### config.mk
export PLATFORM = sky130hd
export DESIGN_NAME = bcss_seq16
export DESIGN_NICKNAME = d
export VERILOG_FILES = /design/src/rtl/bcss_pkg.sv /design/src/rtl/bcss_block2.sv /design/src/rtl/bcss_seq16.sv
export SDC_FILE = /design/constraint.sdc
export NUM_CORES = 1
export LEC_CHECK = 0
export ABC_CLOCK_PERIOD_IN_PS = 8800
export BUFFER_PORTS_ARGS = -buffer_cell sky130_fd_sc_hd__buf_2
export CORE_UTILIZATION = 60
export CTS_BUF_LIST = sky130_fd_sc_hd__clkbuf_8
export DETAILED_ROUTE_END_ITERATION = 6
export GPL_TIMING_DRIVEN = 1
export PLACE_DENSITY = 0.94
export SETUP_SLACK_MARGIN = 0.5
export SLEW_MARGIN = 20
export SYNTH_ARGS = -nofsm -noshare
export SYNTH_HDL_FRONTEND = slang
export SYNTH_HIERARCHICAL = 1
export SYNTH_SLANG_ARGS = --single-unit
### constraint.sdc
create_clock -name clk -period 8.8 [get_ports clk]
set_clock_uncertainty 0.2 [all_clocks]
set_input_delay 0.88 -clock clk [delete_from_list [all_inputs] [get_ports clk]]
set_output_delay 0.88 -clock clk [all_outputs]
set_load 0.01 [all_outputs]
### src/rtl/bcss_pkg.sv
// Shared types and defaults for the block-carry-speculative sequential subtractor.
package bcss_pkg;

    localparam int unsigned DEF_WIDTH = 16;
    localparam int unsigned DEF_SPEC  = 3;
    localparam int unsigned BLK       = 2;

    typedef enum logic [1:0] {
        IDLE = 2'd0,
        RUN  = 2'd1,
        DONE = 2'd2
    } state_t;

    // Lowest bit of the carry-prediction window feeding block k.
    function automatic int unsigned win_lo(input int unsigned k, input int unsigned spec);
        return (BLK * k >= spec) ? (BLK * k - spec) : 32'd0;
    endfunction

endpackage

### src/rtl/bcss_block2.sv
// One 2-bit slice of a + nb with its carry-in predicted from a short window of lower bits.
module bcss_block2
    import bcss_pkg::*;
#(
    parameter int unsigned WIDTH = DEF_WIDTH,
    parameter int unsigned SPEC  = DEF_SPEC,
    parameter int unsigned CNT_W = 3
) (
    input  logic [WIDTH-1:0] a,
    input  logic [WIDTH-1:0] nb,
    input  logic [CNT_W-1:0] k,
    output logic [1:0]       sum,
    output logic             cout
);

    int unsigned lo;
    int unsigned hi;
    logic        c;
    logic [2:0]  s3;

    always_comb begin
        lo = win_lo(32'(k), SPEC);
        hi = BLK * 32'(k);
        // A window reaching bit 0 sees the true +1 of two's complement; a truncated one assumes 0.
        c  = (lo == 32'd0);
        for (int unsigned i = 0; i < WIDTH; i++) begin
            if ((i >= lo) && (i < hi)) begin
                c = (a[i] & nb[i]) | (c & (a[i] ^ nb[i]));
            end
        end
        s3   = {1'b0, a[hi +: BLK]} + {1'b0, nb[hi +: BLK]} + {2'b00, c};
        sum  = s3[1:0];
        cout = s3[2];
    end

endmodule

### src/rtl/bcss_seq16.sv
// Iterative approximate subtractor: one speculated 2-bit block of a - b per clock.
// Optional BCSS_SEQ16_ERR_EN adds the exact result and a mismatch flag.
module bcss_seq16
    import bcss_pkg::*;
#(
    parameter int unsigned WIDTH = DEF_WIDTH,
    parameter int unsigned SPEC  = DEF_SPEC
) (
    input  logic             clk,
    input  logic             rst,
    input  logic             in_valid,
    output logic             in_ready,
    input  logic [WIDTH-1:0] a,
    input  logic [WIDTH-1:0] b,
    output logic             out_valid,
    input  logic             out_ready,
    output logic [WIDTH-1:0] diff,
    output logic             borrow
`ifdef BCSS_SEQ16_ERR_EN
    ,
    output logic             err,
    output logic [WIDTH:0]   exact
`endif
);

    localparam int unsigned NBLK  = WIDTH / BLK;
    localparam int unsigned CNT_W = $clog2(NBLK);

    state_t             state_q,     state_d;
    logic [CNT_W-1:0]   cnt_q,       cnt_d;
    logic [WIDTH-1:0]   a_q,         a_d;
    logic [WIDTH-1:0]   nb_q,        nb_d;
    logic [WIDTH-1:0]   diff_q,      diff_d;
    logic               borrow_q,    borrow_d;
    logic               in_ready_q,  in_ready_d;
    logic               out_valid_q, out_valid_d;
    logic [1:0]         blk_sum;
    logic               blk_cout;
`ifdef BCSS_SEQ16_ERR_EN
    logic               err_q,       err_d;
    logic [WIDTH:0]     exact_q,     exact_d;
    logic [WIDTH:0]     ex_sum;
`endif

    bcss_block2 #(
        .WIDTH (WIDTH),
        .SPEC  (SPEC),
        .CNT_W (CNT_W)
    ) u_blk (
        .a    (a_q),
        .nb   (nb_q),
        .k    (cnt_q),
        .sum  (blk_sum),
        .cout (blk_cout)
    );

    always_comb begin
        state_d     = state_q;
        cnt_d       = cnt_q;
        a_d         = a_q;
        nb_d        = nb_q;
        diff_d      = diff_q;
        borrow_d    = borrow_q;
        in_ready_d  = in_ready_q;
        out_valid_d = out_valid_q;
`ifdef BCSS_SEQ16_ERR_EN
        err_d       = err_q;
        exact_d     = exact_q;
        ex_sum      = {1'b0, a_q} + {1'b0, nb_q} + (WIDTH+1)'(1);
`endif
        unique case (state_q)
            IDLE: begin
                if (in_valid && in_ready_q) begin
                    a_d        = a;
                    nb_d       = ~b;
                    cnt_d      = '0;
                    diff_d     = '0;
                    in_ready_d = 1'b0;
                    state_d    = RUN;
                end
            end
            RUN: begin
                diff_d[BLK*cnt_q +: BLK] = blk_sum;
                cnt_d = cnt_q + CNT_W'(1);
                if (cnt_q == CNT_W'(NBLK - 1)) begin
                    borrow_d    = ~blk_cout;
                    out_valid_d = 1'b1;
                    state_d     = DONE;
`ifdef BCSS_SEQ16_ERR_EN
                    exact_d = {~ex_sum[WIDTH], ex_sum[WIDTH-1:0]};
                    err_d   = ({borrow_d, diff_d} != exact_d);
`endif
                end
            end
            DONE: begin
                if (out_ready) begin
                    out_valid_d = 1'b0;
                    in_ready_d  = 1'b1;
                    state_d     = IDLE;
                end
            end
            default: begin
                state_d = IDLE;
            end
        endcase
    end

    always_ff @(posedge clk) begin
        if (rst) begin
            state_q     <= IDLE;
            cnt_q       <= '0;
            a_q         <= '0;
            nb_q        <= '0;
            diff_q      <= '0;
            borrow_q    <= 1'b0;
            in_ready_q  <= 1'b1;
            out_valid_q <= 1'b0;
`ifdef BCSS_SEQ16_ERR_EN
            err_q       <= 1'b0;
            exact_q     <= '0;
`endif
        end else begin
            state_q     <= state_d;
            cnt_q       <= cnt_d;
            a_q         <= a_d;
            nb_q        <= nb_d;
            diff_q      <= diff_d;
            borrow_q    <= borrow_d;
            in_ready_q  <= in_ready_d;
            out_valid_q <= out_valid_d;
`ifdef BCSS_SEQ16_ERR_EN
            err_q       <= err_d;
            exact_q     <= exact_d;
`endif
        end
    end

    assign in_ready  = in_ready_q;
    assign out_valid = out_valid_q;
    assign diff      = diff_q;
    assign borrow    = borrow_q;
`ifdef BCSS_SEQ16_ERR_EN
    assign err       = err_q;
    assign exact     = exact_q;
`endif

endmodule

==> flow_summary.ini, run 1 <==
[cts]
cts_num_sinks = 56
cts_buffers = 5
root_buffer = sky130_fd_sc_hd__clkbuf_8
cts.path.max_buffers = 2
insertion_delay_ps = 320
path_clk_slew_ps = 100
post_cts.resized_instances = 0
cts_hold_buf = 0
htree_levels = 2
post_cts_buffers = 0
tritoncts = built

[yosys]
synth.cell_area_mm2 = 0.00301
yosys_warnings = 6
mappedNetlistNets = 388
flops_latches_synth = 56
post_synth_main_area_contributors = sky130_fd_sc_hd__dfxtp_1, sky130_fd_sc_hd__ha_1, sky130_fd_sc_hd__nand2_1
yosys-top-cells-count = sky130_fd_sc_hd__dfxtp_1, sky130_fd_sc_hd__nand2_1, sky130_fd_sc_hd__a21oi_1
count_of_flip_flops_with_a_built_in_enable_after_synthesis = 0
yosysSeqAreaShare_pct = 37.2
ys_types = 53
yosysMostFrequentCell = sky130_fd_sc_hd__dfxtp_1
top_cell_type_by_total_area_after_synthesis = sky130_fd_sc_hd__dfxtp_1
prevailing_post_synth_register_cell = sky130_fd_sc_hd__dfxtp_1
fraction_of_synthesis_flops_using_an_asynchronous_set_or_reset_pin_pct = 0
yosysTopAreaCellShare_pct = 37.2
synthesis.area_per_instance_um2 = 9.15
syn-instance-count = 329

[place]
dpl.hpwl_um = 4690
placed_cells = 427
post-place-ws_ps = 5030
gp_routability_congestion = 0.879
port-buffer-count = 54
placed_area_mm2 = 0.00324

[global_route]
overflow = 0
global_route.usage.total_pct = 26.6
antenna_found_initial = 0
first_global_vias = 2395
grt_first_pass_wirelength_um = 11000
grt_max_degree = 53

[drt]
routed-wl-met3_um = 455
routed_via_count = 2589
dr.pass1.iters = 5
detailroute.wirelength.met2_um = 3060
ant_nets = 0
top_layer_used = met4
wl_per_cell_um = 15.2
m1WireLength_um = 2960
totalWireLength_um = 6580
drt_drc_violations_left = 0
vias_per_cell = 5.97
detailedRoute.firstIterationViolations = 204

[worst_setup_path]
setup.worst_path.end_class = register
worst_ep_arrival_time_ps = 3880
cp-start-kind = register
worstPathCellList = buf_4 -> mux2i_1 -> nand2_1 -> o311a_1 -> nor3_1 -> o31ai_1 -> fa_1 -> inv_1 -> fa_1 -> inv_1 -> nor2b_1 -> and3_1 -> a22o_1
required_ps = 8870
crit_fanout = 25
reg2reg_path_depth = 13
r2r-end = diff[13]$_SDFFE_PP0P_
crit_path_end = diff[13]$_SDFFE_PP0P_
worstSetupPathDepth = 13
slowest_stage_delay_cp_ps = 590
crit_slowest_cell = sky130_fd_sc_hd__dfxtp_1
critPathTopFamily = simple AND/OR/NAND/NOR gates
critical_path.n_buffers_inverters = 3
r2r_setup_slack_ps = 4990
worst_flop_to_flop_path_startpoint = cnt_q[0]$_SDFFE_PP0P_
setup.worst_path.start = cnt_q[0]$_SDFFE_PP0P_
critical_path_class = register to register

[job]
maxCapViolCount = 0

[timing]
rsz0062_at_grt = false
relSlewSlack_pct = 34.2
final_slew_violations = 0
final-hold-violation-count = 0
tightest_slew_ps = 987
layout_setup_ws_ps = 4990
post-route-min-period_ps = 3810
setup_violations = 0
period_share_pct = 43.3
setup_tns_ps = 0
clock.fmax_mhz = 263

[finish]
final.fill_count = 379
final_nets = 426
layout.cell_area.non_filler_mm2 = 0.00333
area.growth.synth_to_final_pct = 10.7
fin_cells = 434
antenna_cells = 0
drive_gt1_share_pct = 21.5

[floorplan]
die_h_um = 72.8
die_w_um = 72.8
ios = 55
start_util_pct = 62.9
design.die.area_mm2 = 0.00530
floorplan.rows = 25
core-area_mm2 = 0.00479

[run_status]
run_status = finished clean

[pwr]
leakagePower_uw = 0.00140
irDropWorstVdd_mv = 0.106
power_uw = 524
p_per_area_mw_per_mm2 = 157

[worst_hold_path]
min-delay-path-class = register to register
-- cells by family after synthesis --
group	share of synthesized area, %
buf+inv	5.32
compound gates	19.1
fa+ha+maj	10.1
simple gates	21.1
mux	7.15
flops	37.2
-- stage by stage --
stage / hold slack [ps] / util (%)
6_report: 285 / 69.6
5_1_grt: 314 / 69.6
4_1_cts: 284 / 69.6
3_5_place_dp: 262 / 67.7
3_3_place_gp: 255 / 67.7
2_1_floorplan: 233 / -
-- sequential cells by signal, summed over array words and instances (netlist names) --
register   flops
state_q        2
out_valid      1
in_ready       1
borrow         1
diff          16
cnt_q          3
nb_q          16
a_q           16
-- power breakdown --
group          switching [uW]  internal (uW)
registers                16.0            267
clock network            81.6           62.9
logic                    55.5           40.5
total                     153            371
-- cells in the final DEF (no fill, tap or decap), types with 6 or more instances in the layout --
cell type                  instances
sky130_fd_sc_hd__nand2_1          42
sky130_fd_sc_hd__ha_1             21
sky130_fd_sc_hd__clkbuf_8          6
sky130_fd_sc_hd__buf_2            54
sky130_fd_sc_hd__a32o_1            8
sky130_fd_sc_hd__inv_1             6
sky130_fd_sc_hd__nor2_1           28
sky130_fd_sc_hd__a21oi_1          30
sky130_fd_sc_hd__dfxtp_1          56
sky130_fd_sc_hd__nor3b_1           6
sky130_fd_sc_hd__a211oi_1         16
sky130_fd_sc_hd__nor2b_1           7
sky130_fd_sc_hd__mux2i_1           8
sky130_fd_sc_hd__nand3_1           9
-- cell type report --
class / count / area [um^2] / share of cell area [%]
flip-flops and latches: 56 / 1120 / 33.6
clock inverters: 1 / 8.76 / 0.263
inverters: 8 / 30.0 / 0.901
multi-input cells: 241 / 1730 / 51.9
repair buffers: 55 / 278 / 8.33
well taps: 67 / 83.8 / 2.52
clock buffers: 6 / 82.6 / 2.48
-- metal layers --
| metal | GRT usage, % | up-vias |
|---|---|---|
| li1 | - | 1270 |
| met1 | 35.9 | 1207 |
| met2 | 42.6 | 102 |
| met3 | 4.42 | 10 |
| met4 | 10.7 | 0 |
| met5 | 0 | - |
-- worst min path at each step --
stage	from	slack (ps)	endpoint	depth (start not counted)
final	diff[12]$_SDFFE_PP0P_	280	diff[12]$_SDFFE_PP0P_	1
after global routing	diff[14]$_SDFFE_PP0P_	310	diff[14]$_SDFFE_PP0P_	1
after CTS	diff[12]$_SDFFE_PP0P_	280	diff[12]$_SDFFE_PP0P_	1
after detailed placement	diff[12]$_SDFFE_PP0P_	260	diff[12]$_SDFFE_PP0P_	1
after global placement	a_q[14]$_SDFFE_PP0P_	260	a_q[14]$_SDFFE_PP0P_	2
after floorplan	a_q[14]$_SDFFE_PP0P_	230	a_q[14]$_SDFFE_PP0P_	2
Power figures use the tool's default switching activity.
==> run 2, diff against run 1 <==
--- a/config.mk
+++ b/config.mk
@@ -5,13 +5,14 @@
 export SDC_FILE = /design/constraint.sdc
 export NUM_CORES = 1
 export LEC_CHECK = 0
-export ABC_CLOCK_PERIOD_IN_PS = 8800
+export ABC_AREA = 1
+export ABC_CLOCK_PERIOD_IN_PS = 3200
 export BUFFER_PORTS_ARGS = -buffer_cell sky130_fd_sc_hd__buf_2
-export CORE_UTILIZATION = 60
+export CORE_UTILIZATION = 52
 export CTS_BUF_LIST = sky130_fd_sc_hd__clkbuf_8
 export DETAILED_ROUTE_END_ITERATION = 6
 export GPL_TIMING_DRIVEN = 1
-export PLACE_DENSITY = 0.94
+export PLACE_DENSITY = 0.87
 export SETUP_SLACK_MARGIN = 0.5
 export SLEW_MARGIN = 20
 export SYNTH_ARGS = -nofsm -noshare
==> constraint.sdc (replaced) <==
create_clock -name clk -period 3.2 [get_ports clk]
set_clock_uncertainty 0.2 [all_clocks]
set_input_delay 0.32 -clock clk [delete_from_list [all_inputs] [get_ports clk]]
set_output_delay 0.32 -clock clk [all_outputs]
set_load 0.01 [all_outputs]
==> run 2 against run 1 <==
Against the previous run: sequential cell count did not move; synthesized cell count is 27% higher; fmax is 17% higher; hold slack lost 230 ps; largest power group unchanged; count of clock-buffer cells in the layout is the same; via count is 15% higher; critical path depth stayed put; the run now ends with setup timing left; critical path type unchanged; utilization down 2.1 points.
==> flow_summary.ini, run 2 <==
[floorplan]
start_util_pct = 54.6
ios = 55
design.die.area_mm2 = 0.00612
core-area_mm2 = 0.00554
die_h_um = 78.3
floorplan.rows = 27
die_w_um = 78.3

[worst_setup_path]
required_ps = 3250
r2r-end = diff[11]$_SDFFE_PP0P_
crit_fanout = 16
worst_flop_to_flop_path_startpoint = cnt_q[0]$_SDFFE_PP0P_
setup.worst_path.end_class = register
cp-start-kind = register
r2r_setup_slack_ps = -40
worst_ep_arrival_time_ps = 3300
critical_path_class = register to register
reg2reg_path_depth = 13

[yosys]
flops_latches_synth = 56
yosysTopAreaCellShare_pct = 37.1
prevailing_post_synth_register_cell = sky130_fd_sc_hd__dfxtp_1
synth.cell_area_mm2 = 0.00302
mappedNetlistNets = 477
top_cell_type_by_total_area_after_synthesis = sky130_fd_sc_hd__dfxtp_1
ys_types = 35
fraction_of_synthesis_flops_using_an_asynchronous_set_or_reset_pin_pct = 0
post_synth_main_area_contributors = sky130_fd_sc_hd__dfxtp_1, sky130_fd_sc_hd__nand2_1, sky130_fd_sc_hd__ha_1
yosys-top-cells-count = sky130_fd_sc_hd__nand2_1, sky130_fd_sc_hd__nor2_1, sky130_fd_sc_hd__dfxtp_1
synthesis.area_per_instance_um2 = 7.23
syn-instance-count = 418
count_of_flip_flops_with_a_built_in_enable_after_synthesis = 0
yosys_warnings = 6
yosysMostFrequentCell = sky130_fd_sc_hd__nand2_1
yosysSeqAreaShare_pct = 37.1

[worst_hold_path]
whs_path_depth = 3
hold-path-endpoint = a_q[3]$_SDFFE_PP0P_
min-delay-path-class = primary input to register
holdCritStartpoint = a[3]

[finish]
most_frequent_standard_cell_in_the_layout_excluding_fill_and_tap_cells = sky130_fd_sc_hd__nand2_1
final.fill_count = 486
layout.cell_area.non_filler_mm2 = 0.00374
area.growth.synth_to_final_pct = 23.7
fin_cells = 559
commonest_non_fill_non_tap_cells_in_the_layout = sky130_fd_sc_hd__nand2_1, sky130_fd_sc_hd__nor2_1, sky130_fd_sc_hd__buf_2, sky130_fd_sc_hd__o21ai_0, sky130_fd_sc_hd__dfxtp_1
antenna_cells = 0
final_nets = 545
drive_gt1_share_pct = 26.9

[run_status]
failed_checks = setup timing
run_status = complete, but fails checks

[drt]
vias_per_cell = 5.31
ant_nets = 0
dr.pass1.iters = 4
detailedRoute.firstIterationViolations = 149
totalWireLength_um = 7070
routed_via_count = 2967
drt_drc_violations_left = 0
wl_per_cell_um = 12.6

[place]
port-buffer-count = 54
placed_cells = 531
placed_area_mm2 = 0.00332
gp_routability_congestion = 0.943
dpl.hpwl_um = 4850
post-place-ws_ps = 34.1

[timing]
final_slew_violations = 0
post-route-min-period_ps = 3240
setup_tns_ps = -171
tightest_slew_ps = 794
clock.fmax_mhz = 308
rsz0062_at_grt = true
layout_setup_ws_ps = -43.7
period_share_pct = 101
setup_violations = 7
relSlewSlack_pct = 47.0
final-hold-violation-count = 0

[global_route]
overflow = 0
global_route.usage.total_pct = 24.2
grt_max_degree = 49
antenna_found_initial = 0
grt_first_pass_wirelength_um = 12000
first_global_vias = 2741

[pwr]
irDropWorstVdd_mv = 0.212
p_per_area_mw_per_mm2 = 425
leakagePower_uw = 0.00165
power_uw = 1590

[cts]
cts.path.max_buffers = 2
cts_num_sinks = 56
cts_buffers = 5
root_buffer = sky130_fd_sc_hd__clkbuf_8
path_clk_slew_ps = 100
tritoncts = built
htree_levels = 2
insertion_delay_ps = 310

[job]
maxCapViolCount = 0
[run 2: cell types whose count changed in the layout (fill, tap and decap cells not counted), sizes merged, moves of 7 or more]
cell / previous run / this run
dlygate4sd3: 0 / 16
nand2: 42 / 84
a21oi: 30 / 41
a211oi: 16 / 1
o21ai: 5 / 44
nor2: 29 / 67
mux2i: 8 / 0
nor2b: 7 / 0
inv: 7 / 34
buf: 55 / 63
nand3: 9 / 24
[run 2: worst max-delay path: stages (launching register included)]
cell	delay, ps
sky130_fd_sc_hd__dfxtp_2	420
sky130_fd_sc_hd__inv_2	180
sky130_fd_sc_hd__nor2_4	90
sky130_fd_sc_hd__a32o_1	210
sky130_fd_sc_hd__a221oi_1	360
sky130_fd_sc_hd__o221ai_1	290
sky130_fd_sc_hd__fa_2	440
sky130_fd_sc_hd__inv_2	60
sky130_fd_sc_hd__fa_1	410
sky130_fd_sc_hd__inv_2	130
sky130_fd_sc_hd__nand3_4	110
sky130_fd_sc_hd__nor2_4	120
sky130_fd_sc_hd__nand2_1	60
sky130_fd_sc_hd__a21oi_2	110
[run 2: cell families after synthesis]
group | synth area share (%)
buffers and inverters | 7.99
AND/OR/NAND/NOR | 27.6
flip-flops | 37.1
adder cells (fa/ha/maj) | 10.0
AO/OA/AOI/OAI | 17.3
[run 2: metal layers]
metal | routed length (um) | global-route usage, % | part of all wire, % | vias up
li1 | - | - | - | 1515
met1 | 3210 | 30.5 | 45 | 1365
met3 | 323 | 4.42 | 4.6 | 8
met2 | 3460 | 41.6 | 49 | 79
met5 | 0 | 0 | 0 | -
met4 | 73 | 8.15 | 1.0 | 0
[run 2: how the worst max path moves through the flow]
stage | start | endpoint | slack [ps] | depth (start not counted)
after floorplan | nb_q[2]$_SDFFE_PP0P_ | diff[11]$_SDFFE_PP0P_ | 260 | 29
after global placement | cnt_q[0]$_SDFFE_PP0P_ | diff[7]$_SDFFE_PP0P_ | 50 | 13
after detailed placement | nb_q[2]$_SDFFE_PP0P_ | diff[15]$_SDFFE_PP0P_ | 30 | 29
after CTS | a_q[4]$_SDFFE_PP0P_ | diff[15]$_SDFFE_PP0P_ | 30 | 27
after global routing | nb_q[2]$_SDFFE_PP0P_ | diff[11]$_SDFFE_PP0P_ | -290 | 29
final | cnt_q[0]$_SDFFE_PP0P_ | diff[11]$_SDFFE_PP0P_ | -40 | 13
[run 2: layout make-up]
class,count,area (um^2),share of cell area (%)
clock buffers,6,82.6,2.21
clock inverters,2,10.0,0.267
inverters,34,128,3.41
multi-input cells,310,1790,47.9
flip-flops and latches,56,1140,30.5
well taps,72,90.1,2.41
repair buffers,79,498,13.3
[run 2: power breakdown]
part	total, uW	switching, uW	internal (uW)	leakage (uW)
clock	400	226	173	0.0000510
combinational	390	238	153	0.00114
sequential	801	50.9	750	0.000464
total	1590	515	1080	0.00165
[run 2: what timing repair did]
| action | 4_1_cts | 5_1_grt |
|---|---|---|
| gates cloned | 0 | 0 |
| hold buffers | 16 | 0 |
| buffers inserted | 2 | 2 |
| hold endpoints to repair | 16 | 0 |
| gates resized for setup | 8 | 29 |
| setup endpoints to repair | 16 | 17 |
| pin swaps | 12 | 6 |
[run 2: per-stage QoR]
stage,util [%],hold WS [ps]
2_1_floorplan,-,189
3_3_place_gp,59.9,246
3_5_place_dp,59.9,254
4_1_cts,65.4,46.6
5_1_grt,67.5,64.8
6_report,67.5,50.7
==> run 3, diff against run 2 <==
--- a/config.mk
+++ b/config.mk
@@ -6,13 +6,13 @@
 export NUM_CORES = 1
 export LEC_CHECK = 0
 export ABC_AREA = 1
-export ABC_CLOCK_PERIOD_IN_PS = 3200
+export ABC_CLOCK_PERIOD_IN_PS = 4059
 export BUFFER_PORTS_ARGS = -buffer_cell sky130_fd_sc_hd__buf_2
-export CORE_UTILIZATION = 52
+export CORE_UTILIZATION = 60
 export CTS_BUF_LIST = sky130_fd_sc_hd__clkbuf_8
 export DETAILED_ROUTE_END_ITERATION = 6
 export GPL_TIMING_DRIVEN = 1
-export PLACE_DENSITY = 0.87
+export PLACE_DENSITY = 0.94
 export SETUP_SLACK_MARGIN = 0.5
 export SLEW_MARGIN = 20
 export SYNTH_ARGS = -nofsm -noshare
==> constraint.sdc (replaced) <==
create_clock -name clk -period 4.06 [get_ports clk]
set_clock_uncertainty 0.2 [all_clocks]
set_input_delay 0.406 -clock clk [delete_from_list [all_inputs] [get_ports clk]]
set_output_delay 0.406 -clock clk [all_outputs]
set_load 0.01 [all_outputs]
==> run 3 against run 2 <==
Against the previous run: the flow now finishes without violations; global-route usage up 3.5 points; largest power group unchanged; design area decreased by 6.3%; highest routed layer unchanged; non-clock buffer count is 16 lower; final cell count down 3.8%.
==> flow_summary.ini, run 3 (synthesized netlist as in run 2, its figures left out) <==
[run_status]
run_status = finished clean

[worst_setup_path]
r2r-end = diff[11]$_SDFFE_PP0P_
crit_fanout = 3
cp-start-kind = register
worst_flop_to_flop_path_startpoint = a_q[2]$_SDFFE_PP0P_
setup.worst_path.end_class = register
worst_ep_arrival_time_ps = 3440
critical_path_class = register to register
timing.critical_path.mode_cell = sky130_fd_sc_hd__nand2_1
reg2reg_path_depth = 29
required_ps = 4100
crit_slowest_cell = sky130_fd_sc_hd__fa_1
r2r_setup_slack_ps = 660
slowest_stage_delay_cp_ps = 420

[finish]
final.fill_count = 404
most_frequent_standard_cell_in_the_layout_excluding_fill_and_tap_cells = sky130_fd_sc_hd__nand2_1
final_nets = 529
antenna_cells = 0
commonest_non_fill_non_tap_cells_in_the_layout = sky130_fd_sc_hd__nand2_1, sky130_fd_sc_hd__nor2_1, sky130_fd_sc_hd__buf_2, sky130_fd_sc_hd__dfxtp_1, sky130_fd_sc_hd__o21ai_0
area.growth.synth_to_final_pct = 16.0
drive_gt1_share_pct = 25.3

[timing]
relSlewSlack_pct = 47.9
setup_tns_ps = 0
post-route-min-period_ps = 3400
whs_ps = 44.7
setup_violations = 0
clock.fmax_mhz = 294
final_slew_violations = 0
tightest_slew_ps = 780
period_share_pct = 83.8
layout_setup_ws_ps = 656
final-hold-violation-count = 0
rsz0062_at_grt = true

[pwr]
p_per_area_mw_per_mm2 = 349
irDropWorstVdd_mv = 0.285
leakagePower_uw = 0.00157
power_uw = 1220

[global_route]
global_route.usage.total_pct = 27.7
overflow = 0
grt_first_pass_wirelength_um = 11500
antenna_found_initial = 0
first_global_vias = 2519
grt_max_degree = 49

[floorplan]
floorplan.rows = 25
die_w_um = 73.0
core-area_mm2 = 0.00479
ios = 55
start_util_pct = 63.2
design.die.area_mm2 = 0.00533
die_h_um = 73.0

[place]
port-buffer-count = 54
post-place-ws_ps = 562
dpl.hpwl_um = 5030
gp_routability_congestion = 0.910

[worst_hold_path]
holdCritStartpoint = b[13]
whs_path_depth = 2
min-delay-path-class = primary input to register
hold-path-endpoint = nb_q[13]$_SDFFE_PP0P_

[cts]
cts_hold_buf = 0
htree_levels = 2
cts_num_sinks = 56
cts.path.max_buffers = 2
cts_buffers = 5
tritoncts = built
path_clk_slew_ps = 110
root_buffer = sky130_fd_sc_hd__clkbuf_8
insertion_delay_ps = 320

[drt]
detailedRoute.firstIterationViolations = 217
totalWireLength_um = 7230
dr.pass1.iters = 5
vias_per_cell = 5.42
drt_drc_violations_left = 0
routed_via_count = 2917
ant_nets = 0
wl_per_cell_um = 13.4

[job]
maxCapViolCount = 0
## run 3: changes by cell type in the layout (fill, tap and decap cells not counted), moves of 3 or more
cell and delta:
sky130_fd_sc_hd__dfxtp_1 +4, sky130_fd_sc_hd__dfxtp_2 -6, sky130_fd_sc_hd__dlygate4sd3_1 -16, sky130_fd_sc_hd__nor2_4 -4, sky130_fd_sc_hd__nor2_2 +3, sky130_fd_sc_hd__a21oi_2 -3, sky130_fd_sc_hd__a21oi_1 +3
## run 3: per-layer routing
metal | wire length (um) | up-vias | track usage [%]
met2 | 3430 | 107 | 46.3
met3 | 359 | 13 | 4.70
met5 | 0 | - | 0
met4 | 108 | 0 | 9.37
li1 | - | 1486 | -
met1 | 3340 | 1311 | 36.1
## run 3: worst max path at each step
stage / start / to / slack, ps / cells past startpoint
floorplan: cnt_q[0]$_SDFFE_PP0P_ / diff[15]$_SDFFE_PP0P_ / 960 / 24
global placement: cnt_q[0]$_SDFFE_PP0P_ / diff[7]$_SDFFE_PP0P_ / 690 / 26
detailed placement: cnt_q[0]$_SDFFE_PP0P_ / diff[7]$_SDFFE_PP0P_ / 560 / 26
CTS: cnt_q[1]$_SDFFE_PP0P_ / diff[7]$_SDFFE_PP0P_ / 600 / 21
global route: a_q[2]$_SDFFE_PP0P_ / diff[11]$_SDFFE_PP0P_ / 450 / 29
finish: a_q[2]$_SDFFE_PP0P_ / diff[11]$_SDFFE_PP0P_ / 660 / 29
## run 3: critical path: cells and delay by family, from the launching register on
family	cells	cell delay, ps
AND/OR/NAND/NOR	23	1480
flip-flops	1	350
buffers and inverters	2	150
adder cells (fa/ha/maj)	3	1000
AO/OA/AOI/OAI	1	150
## run 3: final cells by class
cell class	instances	area [um^2]	area share, %
clock inverters	3	23.8	0.678
multi-input cells	310	1720	49.1
well taps	67	83.8	2.39
repair buffers	63	338	9.63
flip-flops and latches	56	1140	32.6
clock buffers	5	68.8	1.96
inverters	34	128	3.64
## run 3: through the flow
stage | instance area [um^2] | cells | util [%]
after CTS | 3370 | 531 | 70.5
after floorplan | 3020 | 418 | -
after detailed placement | 3280 | 523 | 68.5
after global routing | 3510 | 538 | 73.3
after global placement | 3280 | 523 | 68.5
final | 3510 | 538 | 73.3
## run 3: power breakdown
group | total (uW) | switching, uW | internal, uW
Combinational | 283 | 176 | 107
Clock | 314 | 191 | 123
Sequential | 628 | 38.1 | 590
Total | 1220 | 405 | 819
## run 3: what timing repair did
action                                  in CTS  in global routing
endpoints found under the setup margin       1                  7
resized for setup                            1                 26
pin swaps                                    0                 15
setup buffers                                0                  7
